## src/rtl/mc_ctrl_pkg.sv

```systemverilog
// Shared encodings for the multi-cycle MIPS control unit, datapath muxes and ALU control.
package mc_ctrl_pkg;

  localparam logic [5:0] OP_RTYPE = 6'b000000;
  localparam logic [5:0] OP_ORI   = 6'b001101;
  localparam logic [5:0] OP_LW    = 6'b100011;
  localparam logic [5:0] OP_SW    = 6'b101011;
  localparam logic [5:0] OP_BEQ   = 6'b000100;
  localparam logic [5:0] OP_JAL   = 6'b000011;

  typedef enum logic [3:0] {
    S_IDLE     = 4'd0,
    S_FETCH    = 4'd1,
    S_DECODE   = 4'd2,
    S_EXEC_R   = 4'd3,
    S_WB_R     = 4'd4,
    S_EXEC_I   = 4'd5,
    S_WB_I     = 4'd6,
    S_MEM_ADDR = 4'd7,
    S_MEM_RD   = 4'd8,
    S_MEM_WB   = 4'd9,
    S_MEM_WR   = 4'd10,
    S_BRANCH   = 4'd11,
    S_JAL      = 4'd12
  } state_t;

  localparam logic [1:0] ALU_ADD   = 2'b00;
  localparam logic [1:0] ALU_SUB   = 2'b01;
  localparam logic [1:0] ALU_FUNCT = 2'b10;

  localparam logic [1:0] SRCB_RT     = 2'b00;
  localparam logic [1:0] SRCB_FOUR   = 2'b01;
  localparam logic [1:0] SRCB_IMM    = 2'b10;
  localparam logic [1:0] SRCB_IMM_SH = 2'b11;

  localparam logic [1:0] DST_RT = 2'b00;
  localparam logic [1:0] DST_RD = 2'b01;
  localparam logic [1:0] DST_RA = 2'b10;

  localparam logic [1:0] PCS_ALU    = 2'b00;
  localparam logic [1:0] PCS_ALUOUT = 2'b01;
  localparam logic [1:0] PCS_JUMP   = 2'b10;

  function automatic logic op_legal(input logic [5:0] op);
    case (op)
      OP_RTYPE, OP_ORI, OP_LW, OP_SW, OP_BEQ, OP_JAL: op_legal = 1'b1;
      default:                                        op_legal = 1'b0;
    endcase
  endfunction

endpackage

```

## src/rtl/mc_ctrl_decode.sv

```systemverilog
// Combinational control-word decode of the current control state.
// Memory strobes follow the FSM; write strobes in FETCH are qualified by mem_ready.
module mc_ctrl_decode
  import mc_ctrl_pkg::*;
#(
  parameter int MEM_HANDSHAKE = 1,
  parameter int ALUOP_W       = 2
) (
  input  state_t             state,
  input  logic               mem_ready,
  input  logic [5:0]         opcode,
  output logic               pc_write,
  output logic               pc_write_cond,
  output logic               iord,
  output logic               mem_read,
  output logic               mem_write,
  output logic               ir_write,
  output logic               mem_to_reg,
  output logic [1:0]         reg_dst,
  output logic               reg_write,
  output logic               alu_src_a,
  output logic [1:0]         alu_src_b,
  output logic [ALUOP_W-1:0] alu_op,
  output logic [1:0]         pc_source,
  output logic               illegal_op
);

  logic mem_done;
  assign mem_done = (MEM_HANDSHAKE == 0) || mem_ready;

  always_comb begin
    pc_write      = 1'b0;
    pc_write_cond = 1'b0;
    iord          = 1'b0;
    mem_read      = 1'b0;
    mem_write     = 1'b0;
    ir_write      = 1'b0;
    mem_to_reg    = 1'b0;
    reg_dst       = DST_RT;
    reg_write     = 1'b0;
    alu_src_a     = 1'b0;
    alu_src_b     = SRCB_RT;
    alu_op        = ALUOP_W'(ALU_ADD);
    pc_source     = PCS_ALU;
    illegal_op    = 1'b0;
    case (state)
      S_FETCH: begin
        mem_read  = 1'b1;
        ir_write  = mem_done;
        pc_write  = mem_done;
        alu_src_b = SRCB_FOUR;
      end
      S_DECODE: begin
        alu_src_b  = SRCB_IMM_SH;
        illegal_op = !op_legal(opcode);
      end
      S_EXEC_R: begin
        alu_src_a = 1'b1;
        alu_op    = ALUOP_W'(ALU_FUNCT);
      end
      S_WB_R: begin
        reg_dst   = DST_RD;
        reg_write = 1'b1;
      end
      S_EXEC_I: begin
        alu_src_a = 1'b1;
        alu_src_b = SRCB_IMM;
        alu_op    = ALUOP_W'(ALU_SUB);
      end
      S_WB_I: reg_write = 1'b1;
      S_MEM_ADDR: begin
        alu_src_a = 1'b1;
        alu_src_b = SRCB_IMM;
      end
      S_MEM_RD: begin
        mem_read = 1'b1;
        iord     = 1'b1;
      end
      S_MEM_WB: begin
        reg_write  = 1'b1;
        mem_to_reg = 1'b1;
      end
      S_MEM_WR: begin
        mem_write = 1'b1;
        iord      = 1'b1;
      end
      S_BRANCH: begin
        alu_src_a     = 1'b1;
        alu_op        = ALUOP_W'(ALU_SUB);
        pc_write_cond = 1'b1;
        pc_source     = PCS_ALUOUT;
      end
      S_JAL: begin
        pc_write  = 1'b1;
        pc_source = PCS_JUMP;
        reg_dst   = DST_RA;
        reg_write = 1'b1;
      end
      default: ;
    endcase
  end

endmodule

```

## src/rtl/multicycle_control_fsm.sv

```systemverilog
// Multi-cycle MIPS main control: state register, next-state sequencing, retired counter.
// mem_ready: memory completes the access in any cycle it is high while a strobe is up.
module multicycle_control_fsm
  import mc_ctrl_pkg::*;
#(
  parameter int MEM_HANDSHAKE = 1,
  parameter int RETIRE_W      = 32,
  parameter int ALUOP_W       = 2
) (
  input  logic                clk,
  input  logic                rst_n,
  input  logic [5:0]          opcode,
  input  logic                mem_ready,
  output logic                pc_write,
  output logic                pc_write_cond,
  output logic                iord,
  output logic                mem_read,
  output logic                mem_write,
  output logic                ir_write,
  output logic                mem_to_reg,
  output logic [1:0]          reg_dst,
  output logic                reg_write,
  output logic                alu_src_a,
  output logic [1:0]          alu_src_b,
  output logic [ALUOP_W-1:0]  alu_op,
  output logic [1:0]          pc_source,
  output logic                illegal_op,
  output logic [RETIRE_W-1:0] retired
);

  state_t state;
  logic   mem_done;

  assign mem_done = (MEM_HANDSHAKE == 0) || mem_ready;

  always_ff @(posedge clk or negedge rst_n) begin
    if (!rst_n) begin
      state   <= S_IDLE;
      retired <= '0;
    end else begin
      case (state)
        S_IDLE:   state <= S_FETCH;
        S_FETCH:  if (mem_done) state <= S_DECODE;
        S_DECODE: begin
          case (opcode)
            OP_RTYPE:     state <= S_EXEC_R;
            OP_ORI:       state <= S_EXEC_I;
            OP_LW, OP_SW: state <= S_MEM_ADDR;
            OP_BEQ:       state <= S_BRANCH;
            OP_JAL:       state <= S_JAL;
            default:      state <= S_FETCH;
          endcase
        end
        S_EXEC_R:   state <= S_WB_R;
        S_EXEC_I:   state <= S_WB_I;
        S_MEM_ADDR: state <= (opcode == OP_SW) ? S_MEM_WR : S_MEM_RD;
        S_MEM_RD:   if (mem_done) state <= S_MEM_WB;
        S_WB_R, S_WB_I, S_MEM_WB, S_BRANCH, S_JAL: begin
          state   <= S_FETCH;
          retired <= retired + RETIRE_W'(1);
        end
        S_MEM_WR: begin
          if (mem_done) begin
            state   <= S_FETCH;
            retired <= retired + RETIRE_W'(1);
          end
        end
        default: state <= S_FETCH;
      endcase
    end
  end

  mc_ctrl_decode #(
    .MEM_HANDSHAKE(MEM_HANDSHAKE),
    .ALUOP_W      (ALUOP_W)
  ) u_decode (
    .state        (state),
    .mem_ready    (mem_ready),
    .opcode       (opcode),
    .pc_write     (pc_write),
    .pc_write_cond(pc_write_cond),
    .iord         (iord),
    .mem_read     (mem_read),
    .mem_write    (mem_write),
    .ir_write     (ir_write),
    .mem_to_reg   (mem_to_reg),
    .reg_dst      (reg_dst),
    .reg_write    (reg_write),
    .alu_src_a    (alu_src_a),
    .alu_src_b    (alu_src_b),
    .alu_op       (alu_op),
    .pc_source    (pc_source),
    .illegal_op   (illegal_op)
  );

endmodule

```

## config.mk

```make
export PLATFORM = sky130hd
export DESIGN_NAME = multicycle_control_fsm
export DESIGN_NICKNAME = d
export VERILOG_FILES = /design/src/rtl/mc_ctrl_pkg.sv /design/src/rtl/mc_ctrl_decode.sv /design/src/rtl/multicycle_control_fsm.sv
export SDC_FILE = /design/constraint.sdc
export NUM_CORES = 1
export LEC_CHECK = 0
export CAP_MARGIN = 10
export CORE_ASPECT_RATIO = 1.75
export CORE_MARGIN = 2
export CORE_UTILIZATION = 48
export DETAILED_ROUTE_END_ITERATION = 7
export GPL_TIMING_DRIVEN = 1
export PLACE_DENSITY = 0.8
export SYNTH_ARGS = -nofsm -noshare
export SYNTH_HDL_FRONTEND = slang
export SYNTH_SLANG_ARGS = --single-unit
```

## constraint.sdc

```tcl
create_clock -name clk -period 2.2 [get_ports clk]
set_clock_uncertainty 0.15 [all_clocks]
set_input_delay 0.33 -clock clk [delete_from_list [all_inputs] [get_ports clk]]
set_output_delay 0.33 -clock clk [all_outputs]
set_load 0.02 [all_outputs]
```

==> summary by stage <==
Floorplanning
The floorplan has 32 rows. Measured along the x axis, the die boundary spans approximately 55 um. The y dimension of the die is around 90 um.

The core region is 4364 um^2. The initial core utilization is 49.20%. The die area is 5045 um^2. For this design the top-level I/O count stands at 59.

STA
The hold violation count in the final report is 0. The measured slew at the worst slew-check pin is about 0.46 ns. After layout, the worst path uses 97.31% of the clock period.

Setup total negative slack on the finished layout was measured at 0 ns. The total of endpoints with negative setup slack in the final report is 0. The number of max-slew violations in the final report is 0.

The minimum period implied by the final worst setup slack is between 2 and 2.5 ns. The timing-limited maximum frequency is roughly 0.47 GHz. The worst pin sits at a relative slew slack of 69.39%. Setup repair after global routing could not meet its margin everywhere.

Global routing
The final global-route overflow total is 0. The number of antenna violations at the first check in global routing is 0. The layer carrying the most global-route usage is met2.

The global-route met3 utilization is 3.710%. For this run, global-route usage on met2 was measured as 44.48%. The via count of the first global-routing pass is about 2,000.

The total global routing track utilization is 24.82%. Entering global routing, the biggest net connects 37 pins. The first global-routing pass estimated 9.418 mm of wire. Global routing used between 20% and 30% of the available met1 tracks.

Pwr
The static leakage is 1.489 nW. The peak supply drop is between 0.6 and 0.7 mV. Total power for the finished layout comes to 0.002377 W. The power per standard cell area is 776.8 nW/um^2.

Placement
Once detailed placement completed, the half-perimeter wirelength came to roughly 4.2 mm. The area of placed instances is 2953 um^2. Input and output buffers added on the ports amount to between 50 and 60. Counting tap cells, the placed design contains a total of 349 instances. The congestion estimate from routability-driven global placement came to 0.8920.

Yosys
Synthesis produced 226 cells. The most used flip-flop cell after synthesis is dfrtp_1. Yosys printed 0 warnings. After synthesis, flip-flops and latches occupy 41.96% of the total area. The netlist area before placement is 2147 um^2.

The synthesized design contains 0 enable-type register cells. The number of nets handed over by synthesis was about 240. The number of different library cells used by synthesis comes to 48. The average footprint of a synthesized cell is ~9.5 um^2.

After synthesis, the share of flip-flops with an asynchronous set or reset is 100.0%. The flop and latch count out of synthesis is 36.

Detailed routing
The number of remaining DRC errors is 0. In this run the remaining antenna-violating nets after routing total 0. Detailed routing inserted a total of 2,064 vias. The aggregate routed wire length is between 5 and 6 mm. The number of DRC markers after the initial detailed-route iteration is 39. The length of the first detailed-routing pass in iterations is 4. The wire length per cell is 15.83 um.

The number of vias per cell is 5.765.

CTS
The clock edge transition at the registers on the reported setup and hold paths is 0.08 ns. TritonCTS built the clock tree. Counting the buffers created by CTS gives 5. In this run the number of H-tree levels came out at 2. Clock tree synthesis found a total of 36 sinks.

The number of buffers on the longest clock path is 2. Clock tree synthesis selected as its root buffer the cell clkbuf_8. The worst-skew pair later-pin latency is 0.29 ns.

Layout
The count of antenna diodes in the layout is 0. The filler cells instantiated in the layout total 351. Compared with the post-synthesis result, the final layout area differs by 42.54%.

The library cell used most frequently in the layout, excluding fill and tap cells, is clkdlybuf4s50_1. Of the cells placed in the final design, the portion with a size suffix greater than 1 is 18.89%. The number of nets in the final layout is 316. The number of non-filler instances in the completed layout is between 300 and 400. The multi-input combinational cells in the finished layout cover a total of about 1200 um^2. The library cells used most frequently in the layout, excluding fill and tap cells, are clkdlybuf4s50_1, dfrtp_1, xor2_1, buf_4, nand2_1. The sequential cell area in the final layout is 904.6 um^2. The finished cells cover 3060 um^2.

Worst setup path
Data on the critical path is required at its endpoint by 1.72 ns. The category of the worst setup path capture point is an output port. By startpoint and endpoint, the worst setup path is classified as in2out.

The biggest fanout along the worst timing path is 3. The minimum setup slack among reg-to-reg paths is 0.30 ns. The reg-to-reg critical path endpoint is retired[26]. The worst register-to-register path begins at retired[0]. For the worst setup path, the data arrival time is around 1.7 ns. Measured in cells, the most critical reg-to-reg path has a length of 5. The critical path startpoint category is an input port.

Min path
The classification of the worst-slack hold path is in2async.

Run status
The flow ran to the end, and the final reports show no timing, DRC or antenna violations.

Job
The number of violations of the max-capacitance limit is 0.
==> how the worst max path moves through the flow <==
stage                      end  cells after the start  slack (ns)  startpoint
finish              illegal_op                      5        0.06   opcode[2]
global route        illegal_op                      5       -0.03   opcode[2]
CTS                   pc_write                      5       0.008    state[2]
detailed placement  illegal_op                      5       -0.58   opcode[3]
global placement    illegal_op                      5       -0.48   opcode[3]
floorplan             pc_write                      4        0.17    state[3]
==> cell usage after synthesis (2+ instances only) <==
cell type / number / area, um^2
dfrtp_1: 36 / 900.9
and4_1: 5 / 43.79
o22ai_1: 2 / 12.51
nor2b_1: 3 / 18.77
a21oi_1: 3 / 15.01
nor3b_1: 3 / 22.52
clkbuf_1: 5 / 18.77
nand3_1: 5 / 25.02
buf_4: 2 / 15.01
nor4b_1: 2 / 17.52
nand4_1: 8 / 50.05
o21ai_0: 5 / 25.02
a2111oi_2: 3 / 45.04
nor2_1: 12 / 45.04
a21boi_0: 2 / 15.01
nand3b_1: 2 / 15.01
xnor2_1: 4 / 35.03
and2_1: 4 / 25.02
and3_1: 6 / 37.54
nand2_1: 23 / 86.33
a32o_1: 2 / 20.02
nor4_1: 13 / 81.33
nand2b_1: 5 / 31.28
inv_1: 3 / 11.26
buf_2: 5 / 25.02
nor3_1: 13 / 65.06
xor2_1: 29 / 254.0
==> through the flow <==
| stage | util [%] | hold WS, ns | setup slack, ns |
|---|---|---|---|
| after floorplan | - | -0.1156 | 0.1712 |
| after detailed placement | 67.66 | 0.3232 | -0.5842 |
| final | 70.13 | 0.2949 | 0.05921 |
| after global placement | 67.66 | 0.3246 | -0.4821 |
| after CTS | 69.67 | 0.3161 | 0.008317 |
| after global routing | 70.13 | 0.3519 | -0.02666 |
==> final cells by class <==
class,count,area share (%)
clock buffers,5,2.249
clock inverters,3,0.6132
multi-input cells,173,39.53
inverters,3,0.3679
repair buffers,87,25.59
well taps,51,2.085
flip-flops and latches,36,29.56
==> worst max-delay path, cell delays in order <==
cell	delay, ns
clkdlybuf4s50_1	0.51
nand2b_1	0.12
o22ai_1	0.12
a2111oi_4	0.37
buf_4	0.21
==> kinds of logic after synthesis <==
logic type	after synthesis	synth area share, %
AOI/OAI and AO/OA	23	8.450
xor gates and xnor gates	33	13.46
adders and majority gates	1	0.5827
buffers and inverters	17	3.671
DFF	36	41.96
muxes	1	0.5244
and+or+nand+nor	115	31.35
==> sequential cells by signal, indices dropped and copies added, names as in the netlist <==
| name | cells |
|---|---|
| state | 4 |
| retired | 32 |
==> repair_timing <==
action                     CTS  global route
gates resized for setup     33             7
setup endpoints to repair   18             3
hold buffers                 0             0
setup buffers                1             0
pin swaps                    1             0
hold endpoints to repair     0             0
==> where the power goes <==
part,internal [W],switching (W)
clock,0.000221,0.000249
combinational,0.000498,0.000574
sequential,0.000725,0.000110
==> metal layers <==
layer,share of wire [%],routed length (um)
met4,2.7,154
met3,3.9,222
met2,57,3233
met5,0,0
met1,36,2056
No activity file was read; power rests on OpenSTA's default activity.
